File: src/rtl/trap_shaper_cfg.sv
// trap_shaper_cfg: runtime-configurable trapezoidal shaper (k/l delays, pole-zero M)
// with a FILL/RUN start-up state and saturation only at the output stage.
module trap_shaper_cfg #(
  parameter int DATA_W = 16,
  parameter int MAX_DEPTH = 64,
  parameter int M_W = 8,
  parameter int K_DEF = 4,
  parameter int L_DEF = 8,
  parameter int M_DEF = 0,
  parameter int SHIFT_DEF = 0,
  localparam int DW = $clog2(MAX_DEPTH) + 1,
  localparam int ACC_W = DATA_W + M_W + 2 * DW + 2
) (
  input  logic                     clk,
  input  logic                     reset,
  input  logic                     in_valid,
  input  logic signed [DATA_W-1:0] in_data,
  input  logic [DW-1:0]            cfg_k,
  input  logic [DW-1:0]            cfg_l,
  input  logic [M_W-1:0]           cfg_m,
  input  logic [4:0]               cfg_shift,
  input  logic                     cfg_load,
  output logic                     cfg_err,
  output logic                     out_valid,
  output logic signed [DATA_W-1:0] out_data,
  output logic                     out_sat,
  output logic                     busy
);
  localparam int AW = $clog2(MAX_DEPTH);
  localparam int XW = DATA_W + 2;
  localparam logic signed [ACC_W-1:0] HI = ACC_W'(2 ** (DATA_W - 1) - 1);
  localparam logic signed [ACC_W-1:0] LO = ~HI;
  typedef enum logic {FILL, RUN} state_t;
  state_t state_q, state_d;
  logic [DW-1:0] k_q, l_q, cnt_q, cnt_d;
  logic [M_W-1:0] m_q;
  logic [4:0] sh_q;
  logic signed [DATA_W-1:0] hist_q [MAX_DEPTH];
  logic signed [XW-1:0] d_q, d_d;
  logic signed [ACC_W-1:0] p_q, md_q, r_q, s_q, de, me, sv;
  logic [3:0] v_q, t_q;
  logic signed [DATA_W-1:0] out_q, out_d;
  logic ov_q, sat_q, err_q, sat_d, cfg_ok, ld_ok, acc;
  assign cfg_ok = cfg_k != '0 && cfg_k <= cfg_l && {1'b0, cfg_k} + {1'b0, cfg_l} <= (DW + 1)'(MAX_DEPTH);
  assign ld_ok = cfg_load && cfg_ok;
  assign acc = in_valid && !cfg_load;
  assign busy = state_q == FILL;
  assign cfg_err = err_q;
  assign out_valid = ov_q;
  assign out_data = out_q;
  assign out_sat = sat_q;
  // hist_q[i] holds x[n-1-i], so x[n-j] lives at index j-1
  always_comb begin
    d_d = XW'(in_data) - XW'(hist_q[AW'(k_q - 1'b1)]) - XW'(hist_q[AW'(l_q - 1'b1)])
        + XW'(hist_q[AW'(k_q + l_q - 1'b1)]);
    de = ACC_W'(d_q);
    me = ACC_W'(m_q);
    sv = s_q >>> sh_q;
    sat_d = sv > HI || sv < LO;
    out_d = sv > HI ? DATA_W'(HI) : sv < LO ? DATA_W'(LO) : DATA_W'(sv);
    cnt_d = ld_ok ? '0 : acc && state_q == FILL ? cnt_q + 1'b1 : cnt_q;
    state_d = ld_ok ? FILL : acc && state_q == FILL && cnt_q + 1'b1 == k_q + l_q ? RUN : state_q;
  end
  always_ff @(posedge clk) begin
    if (!reset || ld_ok) begin
      for (int i = 0; i < MAX_DEPTH; i++) hist_q[i] <= '0;
      d_q <= '0;
      p_q <= '0;
      md_q <= '0;
      r_q <= '0;
      s_q <= '0;
      v_q <= '0;
      t_q <= '0;
      out_q <= '0;
      ov_q <= 1'b0;
      sat_q <= 1'b0;
    end else begin
      if (acc) begin
        hist_q[0] <= in_data;
        for (int i = 1; i < MAX_DEPTH; i++) hist_q[i] <= hist_q[i-1];
        d_q <= d_d;
      end
      v_q <= {v_q[2:0], acc};
      t_q <= {t_q[2:0], acc && state_q == RUN};
      if (v_q[0]) begin
        p_q <= p_q + de;
        md_q <= de * me;
      end
      if (v_q[1]) r_q <= p_q + md_q;
      if (v_q[2]) s_q <= s_q + r_q;
      if (v_q[3]) out_q <= out_d;
      ov_q <= v_q[3] && t_q[3];
      sat_q <= v_q[3] && t_q[3] && sat_d;
    end
  end
  always_ff @(posedge clk) begin
    if (!reset) begin
      k_q <= DW'(K_DEF);
      l_q <= DW'(L_DEF);
      m_q <= M_W'(M_DEF);
      sh_q <= 5'(SHIFT_DEF);
      state_q <= FILL;
      cnt_q <= '0;
      err_q <= 1'b0;
    end else begin
      if (ld_ok) begin
        k_q <= cfg_k;
        l_q <= cfg_l;
        m_q <= cfg_m;
        sh_q <= cfg_shift;
      end
      state_q <= state_d;
      cnt_q <= cnt_d;
      err_q <= cfg_load && !cfg_ok;
    end
  end
endmodule

File: config.mk
export PLATFORM = sky130hd
export DESIGN_NAME = trap_shaper_cfg
export DESIGN_NICKNAME = d
export VERILOG_FILES = /design/src/rtl/trap_shaper_cfg.sv
export SDC_FILE = /design/constraint.sdc
export NUM_CORES = 2
export LEC_CHECK = 0
export CORE_ASPECT_RATIO = 1.75
export CORE_UTILIZATION = 55
export CTS_CLUSTER_DIAMETER = 80
export DETAILED_ROUTE_END_ITERATION = 10
export GPL_ROUTABILITY_DRIVEN = 0
export PLACE_DENSITY = 0.8
export SETUP_SLACK_MARGIN = 0.02
export SLEW_MARGIN = 20
export SYNTH_ARGS = -nofsm -noshare
export SYNTH_HDL_FRONTEND = slang
export SYNTH_SLANG_ARGS = --single-unit
export TNS_END_PERCENT = 20
File: constraint.sdc
create_clock -name clk -period 25.2 [get_ports clk]
set_clock_uncertainty 0.05 [all_clocks]
set_input_delay 2.52 -clock clk [delete_from_list [all_inputs] [get_ports clk]]
set_output_delay 2.52 -clock clk [all_outputs]
set_load 0.05 [all_outputs]
==> summary.md <==
| Metric | Value |
|---|---|
| Sequential fraction of the synthesis area | 41.1% |
| Max-cap violations | 0 |
| Worst setup SP type | input port |
| # Post-CTS Setup Buffers | 0 |
| Crit path max fanout | 176 |
| Max Slew Vio Count | 0 |
| Mapped Area | 0.0858 mm² |
| Remaining Overflow, GRT | 0 |
| Starting density of the core | 55.4% |
| Non-filler instance count after layout | 8507 |
| Minimum clock period | 8.95 ns |
| Most used DFF post-synth | edfxtp_1 |
| Fraction of layout cells with a size suffix above 1 | 20.1% |
| Distinct cell type count after synthesis | 82 |
| Share of flip-flops with an asynchronous set or reset | 0% |
| Clk Latency, worst-skew pair | just under 0.8 ns |
| Num ports | 67 |
| Placed Instances | 8287 |
| CP max stage cell | buf_4 |
| Crit end category | flip-flop |
| DR pass1 iterations | 8 |
| DR iter-0 viols | slightly below 6000 |
| Num CTS Buffers | approximately 110 |
| Initial antenna violation count | 8 |
| Final hold viol count | 0 |
| Power Total | 0.00635 W |
| Top cell by count, worst path | buf_4 |
| Port buffer count | 66 |
| Setup repair after global routing missed its margin | false |
| # resized after CTS | 0 |
| All-Layer GR Usage | 27.7% |
| Worst Tran Pin Value | 1.18 ns |
| Avg Inst Size Synth | 12.9 µm² |
| Min-Delay Path Class | reg2reg |
| Largest net degree at the start of global routing | 244 |
| CP delay by family, top | buffers and inverters |
| Nets | 6792 |
| DRT antenna net count | 1 |
| Syn-to-layout area delta | 7.12% |
| Critical path buffer and inverter count | 8 |
| Total core area | 0.155 mm² |
| Worst reg2reg path depth | 21 |
| First-pass GRT wire length | 343000 µm |
| Hold Path Depth | 1 |
| Mapped Cells | 6637 |
| # clock sinks | 1251 |
| Slew HR | 21.3% |
| Number of synthesized flops with an enable pin | 1024 |
| Setup TNS | 0 ns |
| Crit path largest cell delay | 0.95 ns |
| Root buffer cell | clkbuf_16 |
| Chip Width | 301 µm |
| Failing checks | antenna violations |
| FF+latch count, synth | approximately 1300 |
| H-tree levels | 3 |
| Post-Syn Nets | 7049 |
| Final setup violation count | 0 |
| Critical Path RT | 25.52 ns |
| CTS Hold Buffers Added | 0 |
| F_max | 0.112 GHz |
| Leak | about 36 nW |
| PwrDens | 69.1 mW/mm² |
| Final critical-path share of the clock period | a little over a third |
| Peak supply drop | 0.0000652 V |
| Die H | ~520 µm |
| Worst Path Arrival | 9.27 ns |
| Drc violations | 0 |
| DR vias | 58300 |
| Crit Path Class | in2reg |
| Wire per inst | 25.4 µm |
| Hold_ws | 0.375 ns |
| Clock-pin slew on the worst setup and hold paths | around 0.060 ns |
| HPWL after detailed placement | around 130000 µm |
| Yosys warns | 0 |
| Die Footprint | 0.158 mm² |
| Crit path cell chain | clkdlybuf4s50_1, ha_1, inv_1, fa_1, o21bai_1, a21oi_1, xnor2_1, nor4b_1, o2111a_1, a21oi_1, a211o_1, buf_4, o21ai_4, nor2_1, buf_4, clkinvlp_4, buf_12, buf_4, buf_4 |
| Drt via density | 6.85 |
| Status | finished with violations |
| CTS max path bufs | 3 |
| Clock tree from TritonCTS | yes |
| Vias in the first global route | 60500 |
| Rows | between 150 and 200 |
| Post-Route WL | 216000 µm |
| Critical path depth | 19 |
## path summary, 6_finish.rpt
check                 from            end  slack (ns)
setup / recovery  cfg_k[0]  hist_q[57][6]       16.25
hold / removal      t_q[2]         t_q[3]        0.38
setup reg to reg    k_q[0]        d_q[16]       16.42
hold reg to reg     t_q[2]         t_q[3]        0.38
## registers in the layout, summed over array words and instances, names as in the netlist, 8 cells and up
name	flops
m_q	8
out_data	16
d_q	18
hist_q	1024
r_q	40
p_q	40
md_q	27
s_q	40
## layout make-up
cell class	instances	area, µm²
Clock inverter	76	748
Timing Repair Buffer	159	1600
Inverter	338	1270
Sequential cell	1251	35300
Multi-Input combinational cell	4517	47400
Tap cell	2026	2530
Fill cell	11600	63000
Clock buffer	133	2980
Antenna cell	7	17.5
## placed cells by master (no fill, tap or decap), types with 182 or more instances in the layout
cell type / n
a21oi_1: 245
and2_1: 583
and3_1: 572
dfxtp_1: 221
edfxtp_1: 1024
ha_1: 209
inv_1: 331
mux2i_1: 182
mux4_2: 955
nand2_1: 261
nor2_1: 253
## synth_stat cells (6+ instances only)
master | n | share of area [%]
a31oi_1 | 19 | 0.14
nand3b_1 | 10 | 0.088
nand2b_1 | 21 | 0.15
nor2b_1 | 85 | 0.62
mux2_2 | 14 | 0.18
o21ai_0 | 164 | 0.96
xnor2_1 | 98 | 1.0
a221oi_1 | 6 | 0.061
o31ai_1 | 10 | 0.088
and3_1 | 572 | 4.2
a21oi_2 | 10 | 0.10
buf_2 | 7 | 0.041
nor3_1 | 47 | 0.27
edfxtp_1 | 1024 | 36
fa_1 | 152 | 3.5
inv_1 | 332 | 1.5
o21bai_1 | 22 | 0.19
nor4_1 | 6 | 0.044
nor2_1 | 253 | 1.1
nand2_1 | 261 | 1.1
and2_1 | 583 | 4.3
mux4_2 | 955 | 25
a211oi_1 | 149 | 1.3
xor2_1 | 54 | 0.55
a21o_1 | 105 | 0.92
buf_1 | 84 | 0.37
o21a_1 | 27 | 0.24
nand3_1 | 56 | 0.33
a221o_1 | 6 | 0.070
ha_1 | 213 | 3.1
or3_1 | 10 | 0.073
or4_1 | 7 | 0.061
nand4_1 | 21 | 0.15
a211o_1 | 7 | 0.071
o22ai_1 | 21 | 0.15
clkbuf_1 | 436 | 1.9
dfxtp_1 | 227 | 5.3
a22o_1 | 13 | 0.13
o211ai_1 | 18 | 0.16
mux2i_1 | 182 | 2.1
a21oi_1 | 246 | 1.4
or2_2 | 10 | 0.073
## power breakdown
part	leakage [nW]	total (W)	internal, W	switching, W
Combinational	21.2	0.00194	0.000882	0.00106
Sequential	12.8	0.00262	0.00244	0.000181
Clock	1.83	0.00179	0.000954	0.000832
Total	35.9	0.00635	0.00428	0.00207
## per-stage QoR
stage	area (µm²)	utilization (%)	setup slack (ns)
after global placement	88100	56.9	15.64
final	91900	59.3	16.25
after CTS	91800	59.3	15.86
after floorplan	85800	-	4.04
after global routing	91900	59.3	15.72
after detailed placement	88100	56.9	15.57
## logic make-up after synthesis
group | count (synthesis) | share of synthesized area (%)
AND/OR/NAND/NOR | 1957 | 12.7
flip-flops | 1251 | 41.1
multiplexers | 1152 | 27.4
AO/OA/AOI/OAI | 891 | 6.73
buffers and inverters | 869 | 3.84
adder cells (fa/ha/maj) | 365 | 6.65
XOR/XNOR | 152 | 1.55
## per-layer routing
| layer | vias up | part of all wire, % | global-route usage [%] |
|---|---|---|---|
| met5 | - | 0.012 | 0 |
| met4 | 4 | 5.5 | 14.6 |
| met3 | 710 | 7.7 | 3.67 |
| met2 | 2839 | 52 | 48.1 |
| met1 | 29600 | 35 | 33.5 |
| li1 | 25100 | - | - |
(Power assumes the default switching activity.)
